<file path="src/rtl/halt_drain_if.sv">
// Halt/drain control bundle: pipeline and host signals on one side,
// status and resume pulses on the other.
interface halt_drain_if #(
  parameter int unsigned CNT_W = 16
);
  logic             freeze;
  logic             pipe_empty;
  logic             resume_req;
  logic             halted;
  logic             draining;
  logic             resume_ack;
  logic             skip_halt;
  logic [CNT_W-1:0] halt_count;

  // Driver side: halt unit, pipeline status and debug host
  modport master (
    output freeze,
    output pipe_empty,
    output resume_req,
    input  halted,
    input  draining,
    input  resume_ack,
    input  skip_halt,
    input  halt_count
  );

  // Controller side
  modport slave (
    input  freeze,
    input  pipe_empty,
    input  resume_req,
    output halted,
    output draining,
    output resume_ack,
    output skip_halt,
    output halt_count
  );
endinterface

</file>
<file path="src/rtl/halt_drain_ctrl.sv">
// Halt drain controller: after the halt unit freezes fetch, waits for the
// older instructions in EX/MEM/WB to retire, reports a clean halted state,
// and runs a one-cycle resume that steps fetch past the halt instruction.
// Also keeps a saturating count of completed halts.
module halt_drain_ctrl #(
  parameter int unsigned DRAIN_CYCLES = 3,
  parameter int unsigned CNT_W        = 16
) (
  input logic         clk_i,
  input logic         rst_ni,
  halt_drain_if.slave bus
);

  localparam int unsigned      CntW     = $clog2(DRAIN_CYCLES + 1);
  localparam logic [CntW-1:0]  CntLast  = CntW'(DRAIN_CYCLES - 1);
  localparam logic [CNT_W-1:0] CountMax = {CNT_W{1'b1}};

  typedef enum logic [1:0] {
    StRun,
    StDrain,
    StHalted,
    StResume
  } state_e;

  state_e           state_q, state_d;
  logic [CntW-1:0]  cnt_q, cnt_d;
  logic [CNT_W-1:0] count_q, count_d;

  // State, drain counter and halt counter registers
  always_ff @(posedge clk_i or negedge rst_ni) begin
    if (!rst_ni) begin
      state_q <= StRun;
      cnt_q   <= '0;
      count_q <= '0;
    end else begin
      state_q <= state_d;
      cnt_q   <= cnt_d;
      count_q <= count_d;
    end
  end

  // Next-state logic
  always_comb begin
    state_d = state_q;
    cnt_d   = cnt_q;
    count_d = count_q;
    case (state_q)
      StRun: begin
        if (bus.freeze) begin
          state_d = StDrain;
          cnt_d   = '0;
        end
      end
      StDrain: begin
        // freeze dropping here does not abort; older instructions still retire
        cnt_d = cnt_q + CntW'(1);
        if ((cnt_q == CntLast) || bus.pipe_empty) begin
          state_d = StHalted;
          if (count_q != CountMax) begin
            count_d = count_q + CNT_W'(1);
          end
        end
      end
      StHalted: begin
        if (bus.resume_req) begin
          state_d = StResume;
        end
      end
      StResume: begin
        // Halt instruction is still in ID, so freeze is ignored this cycle
        state_d = StRun;
      end
      default: begin
        state_d = StRun;
      end
    endcase
  end

  // Moore outputs decoded from the state register only
  always_comb begin
    bus.draining   = (state_q == StDrain);
    bus.halted     = (state_q == StHalted);
    bus.resume_ack = (state_q == StResume);
    bus.skip_halt  = (state_q == StResume);
    bus.halt_count = count_q;
  end

endmodule

</file>
<file path="src/flat_wrapper.sv">
// flat-port wrapper written by rule: the top's interface ports become plain ports
module halt_drain_ctrl_flat 
#(
  parameter int unsigned DRAIN_CYCLES = 3,
  parameter int unsigned CNT_W        = 16
)
  (clk_i, rst_ni, bus_freeze, bus_pipe_empty, bus_resume_req, bus_halted, bus_draining, bus_resume_ack, bus_skip_halt, bus_halt_count);
  halt_drain_if #(.CNT_W(CNT_W)) bus_i ();
  input logic clk_i;
  input logic rst_ni;
  input wire logic [$bits(bus_i.freeze)-1:0] bus_freeze;
  input wire logic [$bits(bus_i.pipe_empty)-1:0] bus_pipe_empty;
  input wire logic [$bits(bus_i.resume_req)-1:0] bus_resume_req;
  output wire logic [$bits(bus_i.halted)-1:0] bus_halted;
  output wire logic [$bits(bus_i.draining)-1:0] bus_draining;
  output wire logic [$bits(bus_i.resume_ack)-1:0] bus_resume_ack;
  output wire logic [$bits(bus_i.skip_halt)-1:0] bus_skip_halt;
  output wire logic [$bits(bus_i.halt_count)-1:0] bus_halt_count;
  assign bus_i.freeze = bus_freeze;
  assign bus_i.pipe_empty = bus_pipe_empty;
  assign bus_i.resume_req = bus_resume_req;
  assign bus_halted = bus_i.halted;
  assign bus_draining = bus_i.draining;
  assign bus_resume_ack = bus_i.resume_ack;
  assign bus_skip_halt = bus_i.skip_halt;
  assign bus_halt_count = bus_i.halt_count;
  halt_drain_ctrl #(.DRAIN_CYCLES(DRAIN_CYCLES), .CNT_W(CNT_W)) u_core (.clk_i(clk_i), .rst_ni(rst_ni), .bus(bus_i));
endmodule
</file>
<file path="config.mk">
export PLATFORM = sky130hd
export DESIGN_NAME = halt_drain_ctrl_flat
export DESIGN_NICKNAME = d
export VERILOG_FILES = /design/src/rtl/halt_drain_if.sv /design/src/rtl/halt_drain_ctrl.sv /design/src/flat_wrapper.sv
export SDC_FILE = /design/constraint.sdc
export NUM_CORES = 1
export LEC_CHECK = 0
export ABC_AREA = 1
export CORE_MARGIN = 2
export CORE_UTILIZATION = 45
export DETAILED_ROUTE_END_ITERATION = 16
export PLACE_DENSITY_LB_ADDON = 0.3
export REMOVE_ABC_BUFFERS = 1
export SYNTH_ARGS = -nofsm -noshare
export SYNTH_HDL_FRONTEND = slang
export SYNTH_SLANG_ARGS = --single-unit
</file>
<file path="constraint.sdc">
create_clock -name clk_i -period 1.9 [get_ports clk_i]
set_clock_uncertainty 0.05 [all_clocks]
set_input_delay 0.57 -clock clk_i [delete_from_list [all_inputs] [get_ports clk_i]]
set_output_delay 0.57 -clock clk_i [all_outputs]
set_load 0.1 [all_outputs]
</file>
==> results of run 1 <==
[cell families after synthesis]
logic type | Yosys count
xor+xnor | 2
simple gates | 117
compound gates | 7
flops | 20
fa+ha+maj | 6
buf+inv | 35
[flip-flops by register name, summed over array words and instances (netlist names)]
| signal | cells |
|---|---|
| u_core.bus.halt_count | 16 |
| u_core.state_q | 2 |
| u_core.cnt_q | 2 |
[critical path, delay by kind of cell, from the launching register on]
| kind | cells | cell delay (ps) |
|---|---|---|
| flip-flops | 1 | 430 |
| buffers and inverters | 2 | 330 |
| adder cells (fa/ha/maj) | 1 | 230 |
[how the worst max path moves through the flow]
stage                                        from                       endpoint  slack (ps)  cells after the start
floorplan           u_core.state_q[0]$_DFFE_PN0P_                 bus_resume_ack        -540                      1
global placement                   bus_pipe_empty  u_core.state_q[1]$_DFFE_PN0P_         140                      6
detailed placement                 bus_pipe_empty  u_core.state_q[0]$_DFFE_PN0P_          30                      6
CTS                 u_core.state_q[0]$_DFFE_PN0P_                   bus_draining         -20                      3
global route        u_core.state_q[1]$_DFFE_PN0P_                 bus_resume_ack         -60                      3
finish              u_core.state_q[1]$_DFFE_PN0P_                 bus_resume_ack          -8                      3
[synth_stat cells]
master | count | area [sq um]
clkbuf_1 | 1 | 3.75
nand2_2 | 3 | 18.8
buf_6 | 1 | 11.3
o21ai_0 | 2 | 10.0
dfrtp_1 | 20 | 500
nor2_4 | 3 | 33.8
o22ai_1 | 1 | 6.26
inv_2 | 1 | 3.75
buf_4 | 2 | 15.0
xor2_1 | 1 | 8.76
nor2_2 | 2 | 12.5
nand3_1 | 24 | 120
a21oi_1 | 3 | 15.0
o21ai_1 | 1 | 5.00
nor2_1 | 15 | 56.3
ha_1 | 6 | 75.1
nand3b_1 | 1 | 7.51
nand2_1 | 66 | 248
xnor2_1 | 1 | 8.76
inv_1 | 30 | 113
nand4_1 | 3 | 18.8
[area by class of cell]
class	instances	area [sq um]	share of cell area (%)
clock buffer	3	22.5	1.18
clock inverter	1	30.0	1.58
inverter	31	116	6.11
multi-input combinational	132	672	35.3
sequential	20	502	26.3
tap	31	38.8	2.04
timing repair buffer	33	524	27.5
[power by group]
group / leakage [nW] / switching, W / total [W] / internal, W
Sequential: 0.268 / 0.000113 / 0.000617 / 0.000504
Combinational: 0.618 / 0.000971 / 0.00155 / 0.000577
Clock: 0.0279 / 0.000142 / 0.000355 / 0.000213
Total: 0.914 / 0.00123 / 0.00252 / 0.00129
[what timing repair did]
action,4_1_cts,5_1_grt
cloned,0,0
buffers inserted,2,3
resized for setup,3,5
hold endpoints to repair,0,0
endpoints found under the setup margin,2,4
[stage by stage]
step                hold slack [ps]  setup slack [ps]  instance area (sq um)
global placement                476               138                   1780
detailed placement              492              26.2                   1780
finish                          509             -7.57                   1910
global route                    533             -59.4                   1910
CTS                             511             -19.4                   1860
floorplan                       224              -543                   1260
[layout by cell type, fill, tap and decap left out, types with 2 or more instances in the layout]
cell | synthesis | final
nor2_2 | 2 | 2
clkdlybuf4s50_1 | 0 | 4
clkbuf_4 | 0 | 3
dfrtp_1 | 20 | 19
inv_2 | 1 | 2
nand4_1 | 3 | 3
nand3_1 | 24 | 24
nor2_1 | 15 | 15
nand2_1 | 66 | 66
buf_4 | 2 | 7
ha_1 | 6 | 3
nor2_4 | 3 | 3
inv_1 | 30 | 29
nand2_2 | 3 | 3
a21oi_1 | 3 | 3
buf_12 | 0 | 21
o21ai_0 | 2 | 2
ha_4 | 0 | 2
[layer usage]
layer | global-route usage, % | vias to the layer above
met3 | 2.72 | 6
met4 | 7.64 | 0
met2 | 31.2 | 44
met5 | 0 | -
met1 | 24.0 | 587
li1 | - | 639
==> metrics.md, run 1 <==
| Metric | Value |
|---|---|
| Met3 WL | 163 um |
| Share of cells above drive strength 1 | 21.4% |
| Die X | 57.6 um |
| Core Footprint | 2730 sq um |
| Register area share after synthesis | 38.8% |
| Vias in the first global route | 1,138 |
| Pwr/cell area | 1320 nW/um^2 |
| First-pass GRT wire length | 4840 um |
| Remaining Overflow, GRT | 0 |
| CTS H-tree depth | 1 |
| Max Clock Freq | 524 MHz |
| Boundary pin count | 25 |
| Detailed Route WL | 2960 um |
| Slew margin rel. | 78.1% |
| Leakage | 0.914 nW |
| DIE AREA | 3310 sq um |
| Final hold violations | 0 |
| Cells on worst reg2reg path | 9 |
| XOR/XNOR Fraction of Synth Area | 1.36% |
| Clk buf depth | 2 |
| DR DRC count | 0 |
| Met2 Routed Length | 1480 um |
| Hold Path Cell Cnt | 2 |
| Largest net degree at the start of global routing | 26 |
| Hold_buf cts | 0 |
| Hold Startpoint | u_core.cnt_q[1]$_DFFE_PN0P_ |
| Adder-cell share of the synthesized area | 5.81% |
| Fillers | 212 |
| Synthesized area | 1290 sq um |
| RSZ-0062 raised after global routing | yes |
| Iteration-0 DRC Markers | 47 |
| Tmin final | 1910 ps |
| First-pass DRT Iterations | 4 |
| Setup TNS | -13.4 ps |
| Area Growth Syn to Fin | 47.6% |
| RePlAce Congestion | 0.858 |
| Worst EP required | 1280 ps |
| Final Non-Filler Cells | 251 |
| Antenna Violating Nets Remaining | 0 |
| Num rows | 19 |
| Synth Area in Simple Gates | 39.9% |
| Worst Slack Setup Final | -7.57 ps |
| Max-Cap Viols | 0 |
| Hpwl dp | 2130 um |
| Initial antenna violation count | 0 |
| CP max FO | 3 |
| Highest metal used | met4 |
| Arr. time, crit path | 1290 ps |
| Final core occ | 69.7% |
| R2r endpoint | u_core.bus.halt_count[3]$_DFFE_PN0P_ |
| M1 wire length | 1240 um |
| Status | finished with violations |
| CTS tree | yes |
| Worst vdd ir | 1850 uV |
| Die Span Y | 57.6 um |
| Antenna Cells | 0 |
| Critical path class | flop to output pin |
| Cts bufs inserted | 3 |
| Multiplexer area fraction after synthesis | 0% |
| Post-Syn Instances | 187 |
| Vias | 1,276 |
| I/O Buffers | 24 |
| Vias/cell | 5.08 |
| CTS Sinks | 20 |
| Element type at the critical path end | output pin |
| Average size of a mapped cell | 6.91 sq um |
| Max-slew violation count | 0 |
| Netlist cell types | 21 |
| FF+latch count, synth | 20 |
| Placed cells | 242 |
| Register-to-register setup slack | 220 ps |
| # nets final | 232 |
| CTS Root Cell | clkbuf_4 |
| Setup Viol. Count Final | 2 |
| Post-layout power | 0.00252 W |
| Clk_lat worst skew | 310 ps |
| Failing checks | setup timing |
| CP max-delay cell | dfrtp_1 |
| Largest family of logic cells by synthesized area | simple AND/OR/NAND/NOR gates |
| CP Launch Type | flop |
| Initial core utilization | 47.2% |
| Synth Area in Compound Gates | 2.81% |
| Synth warn | 0 |
| Crit path largest cell delay | 430 ps |
| Worst min path class | flop to flop |
| Worst R2R Start | u_core.bus.halt_count[0]$_DFFE_PN0P_ |
| All-Layer GR Usage | 18.6% |
| Clock transition at the registers of the reported paths | 130 ps |
| Worst Tran Pin Value | 328 ps |
| WL/cell | 11.8 um |
| CP cell instances | buf_4 > ha_2 > buf_12 |
| Fin crit share | 100% |
| Worst Hold End | u_core.cnt_q[1]$_DFFE_PN0P_ |
No activity file was read; power rests on OpenSTA's default activity.
==> run 2, diff against run 1 <==
CORE_MARGIN = default   (was 2)
==> run 2 against run 1 <==
The flow now finishes without violations. First-iteration DRC count is 55% lower. Cell area shrank 3.0%. Sequential share of layout area grew 0.80 points. Routed wire length shrank 2.6%. Die area down 6.8%. Via count down 3.4%. Clock power decreased by 43%. Worst hold slack improved by 1.5 ps. Register-to-register slack lost 40 ps. Global-route usage is 1.6 points higher. Critical path type unchanged. Critical endpoint is now bus_halted. Largest cell class unchanged.
==> metrics.md, run 2 (synthesis results as in run 1) <==
| Metric | Value |
|---|---|
| Area of the multi-input gates | 672 sq um (unchanged) |
| M2 GR Usage | 35.1% (was 31.2%) |
| Element type at the critical path end | output pin (unchanged) |
| # nets final | 229 (was 232) |
| Leakage | 0.884 nW (was 0.914 nW) |
| RePlAce Congestion | 0.865 (was 0.858) |
| Share of cells above drive strength 1 | 19.9% (was 21.4%) |
| Max Clock Freq | 539 MHz (was 524 MHz) |
| Die Span Y | 55.6 um (was 57.6 um) |
| Die X | 55.6 um (was 57.6 um) |
| Final Non-Filler Cells | 247 (was 251) |
| Worst EP required | 1280 ps (about the same) |
| Clk_lat worst skew | 300 ps (was 310 ps) |
| Initial core utilization | 47.2% (unchanged) |
| Worst R2R Start | u_core.state_q[1]$_DFFE_PN0P_ (was u_core.bus.halt_count[0]$_DFFE_PN0P_) |
| Max-Cap Viols | 0 (unchanged) |
| DIE AREA | 3090 sq um (was 3310 sq um) |
| Hold Startpoint | u_core.cnt_q[1]$_DFFE_PN0P_ (unchanged) |
| Commonest non-fill, non-tap cell in the layout | nand2_1 (unchanged) |
| First-pass GRT wire length | 4970 um (was 4840 um) |
| Status | finished clean (was finished with violations) |
| Comb power frac | 64.8% (was 61.4%) |
| Critical path origin | u_core.state_q[0]$_DFFE_PN0P_ (was u_core.state_q[1]$_DFFE_PN0P_) |
| Max FFs per register | 16 (unchanged) |
| Tmin final | 1860 ps (was 1910 ps) |
| Max-slew violation count | 0 (unchanged) |
| Critical path class | flop to output pin (unchanged) |
| Cells on worst reg2reg path | 11 (was 9) |
| Num rows | 19 (unchanged) |
| WL/cell | 11.7 um (was 11.8 um) |
| Fin crit share | 97.7% (was 100%) |
| Fillers | 225 (was 212) |
| Worst vdd ir | 1480 uV (was 1850 uV) |
| Gr busiest metal | met2 (unchanged) |
| Area Growth Syn to Fin | 43.2% (was 47.6%) |
| First-pass DRT Iterations | 4 (unchanged) |
| All-Layer GR Usage | 20.2% (was 18.6%) |
| CTS Sinks | 20 (unchanged) |
| Antenna Violating Nets Remaining | 0 (unchanged) |
| Clk pwr share | 8.8% (was 14.1%) |
| Met1 Usage GRT | 26.7% (was 24.0%) |
| Initial antenna violation count | 0 (unchanged) |
| Clk buf depth | 2 (unchanged) |
| Boundary pin count | 25 (unchanged) |
| DR DRC count | 0 (unchanged) |
| Setup TNS | 0 ps (was -13.4 ps) |
| Slew margin rel. | 76.5% (was 78.1%) |
| CP max FO | 4 (was 3) |
| GR Util met3 | 2.81% (was 2.72%) |
| Switching part of the total | 51.5% (was 48.7%) |
| Core Footprint | 2730 sq um (unchanged) |
| R2r endpoint | u_core.bus.halt_count[14]$_DFFE_PN0P_ (was u_core.bus.halt_count[3]$_DFFE_PN0P_) |
| Hpwl dp | 2170 um (was 2130 um) |
| Register-to-register setup slack | 180 ps (was 220 ps) |
| CTS H-tree depth | 1 (unchanged) |
| I/O Buffers | 24 (unchanged) |
| CTS Root Cell | clkbuf_4 (unchanged) |
| Total net switching power | 0.00119 W (was 0.00123 W) |
| Remaining Overflow, GRT | 0 (unchanged) |
| Vias/cell | 4.99 (was 5.08) |
| Placed cells | 242 (unchanged) |
| Worst min path class | flop to flop (unchanged) |
| Antenna Cells | 0 (unchanged) |
| Vias in the first global route | 1,124 (was 1,138) |
| Seq pwr share | 26.4% (was 24.5%) |
| CP Launch Type | flop (unchanged) |
| Final core occ | 67.6% (was 69.7%) |
| Setup Viol. Count Final | 0 (was 2) |
| Storage cell area | 502 sq um (unchanged) |
| Worst Tran Pin Value | 352 ps (was 328 ps) |
| Worst Hold End | u_core.cnt_q[1]$_DFFE_PN0P_ (unchanged) |
| Clock transition at the registers of the reported paths | 110 ps (was 130 ps) |
| Arr. time, crit path | 1240 ps (was 1290 ps) |
| Largest net degree at the start of global routing | 26 (unchanged) |
| Cts bufs inserted | 3 (unchanged) |
| Commonest non-fill, non-tap cells in the layout | 66 x nand2_1, 29 x inv_1, 24 x nand3_1 (unchanged) |
| Hold Path Cell Cnt | 2 (unchanged) |
| Iteration-0 DRC Markers | 21 (was 47) |
| Pint | 0.00112 W (was 0.00129 W) |
| Vias | 1,232 (was 1,276) |
| Detailed Route WL | 2880 um (was 2960 um) |
| Final hold violations | 0 (unchanged) |
| Pwr/cell area | 1250 nW/um^2 (was 1320 nW/um^2) |
| CTS tree | yes (unchanged) |
[run 2: cell count changes in the layout (fill, tap and decap cells not counted), sizes merged]
| cell | change |
|---|---|
| buf | -3 |
| bufinv | -1 |
[run 2: per-stage QoR]
stage	hold slack [ps]	area [sq um]	power [W]	setup slack [ps]
final	510	1850	0.00231	43.7
after global placement	478	1800	0.00202	129
after CTS	520	1840	0.00229	-2.98
after detailed placement	498	1800	0.00206	84.0
after floorplan	224	1260	0.00150	-543
after global routing	536	1850	0.00244	-0.380
[run 2: cell type report]
class	instances	share of cell area, %
flip-flops and latches	20	27.1
clock buffers	3	1.22
well taps	31	2.10
inverters	31	6.29
multi-input cells	132	36.3
repair buffers	30	26.9
[run 2: power groups by stage]
stage | combinational, W | sequential, W | clock, W
final | 0.00150 | 0.000610 | 0.000203
after global routing | 0.00159 | 0.000620 | 0.000228
after CTS | 0.00148 | 0.000609 | 0.000209
after detailed placement | 0.00145 | 0.000608 | 0
after global placement | 0.00141 | 0.000604 | 0
after floorplan | 0.000663 | 0.000840 | 0
[run 2: repair_timing]
action / CTS / global route
buffers inserted: 0 / 3
pin swaps: 0 / 1
gates resized for setup: 5 / 2
hold buffers: 0 / 0
endpoints found under the setup margin: 1 / 2
[run 2: layer usage]
layer / vias to the layer above / wire [um]
met1: 567 / 1270
met5: - / 0
met2: 29 / 1490
met4: 0 / 19
met3: 4 / 96
li1: 632 / -
[run 2: worst max path at each step]
stage                                          to  slack [ps]  depth (start not counted)
floorplan                          bus_resume_ack        -540                          1
global placement    u_core.state_q[1]$_DFFE_PN0P_         130                          6
detailed placement  u_core.state_q[1]$_DFFE_PN0P_          80                          6
CTS                                  bus_draining          -3                          4
global route                           bus_halted        -0.4                          3
finish                                 bus_halted          40                          3
[run 2: critical path, cell delays in order (launching register included)]
cell,delay [ps]
dfrtp_2,460
inv_1,130
ha_4,170
buf_12,170
==> run 3, diff against run 2 <==
ABC_CLOCK_PERIOD_IN_PS = 1900   (was default)
==> results of run 3 <==
No change in the layout: final DEF, timing and power equal those of run 2.
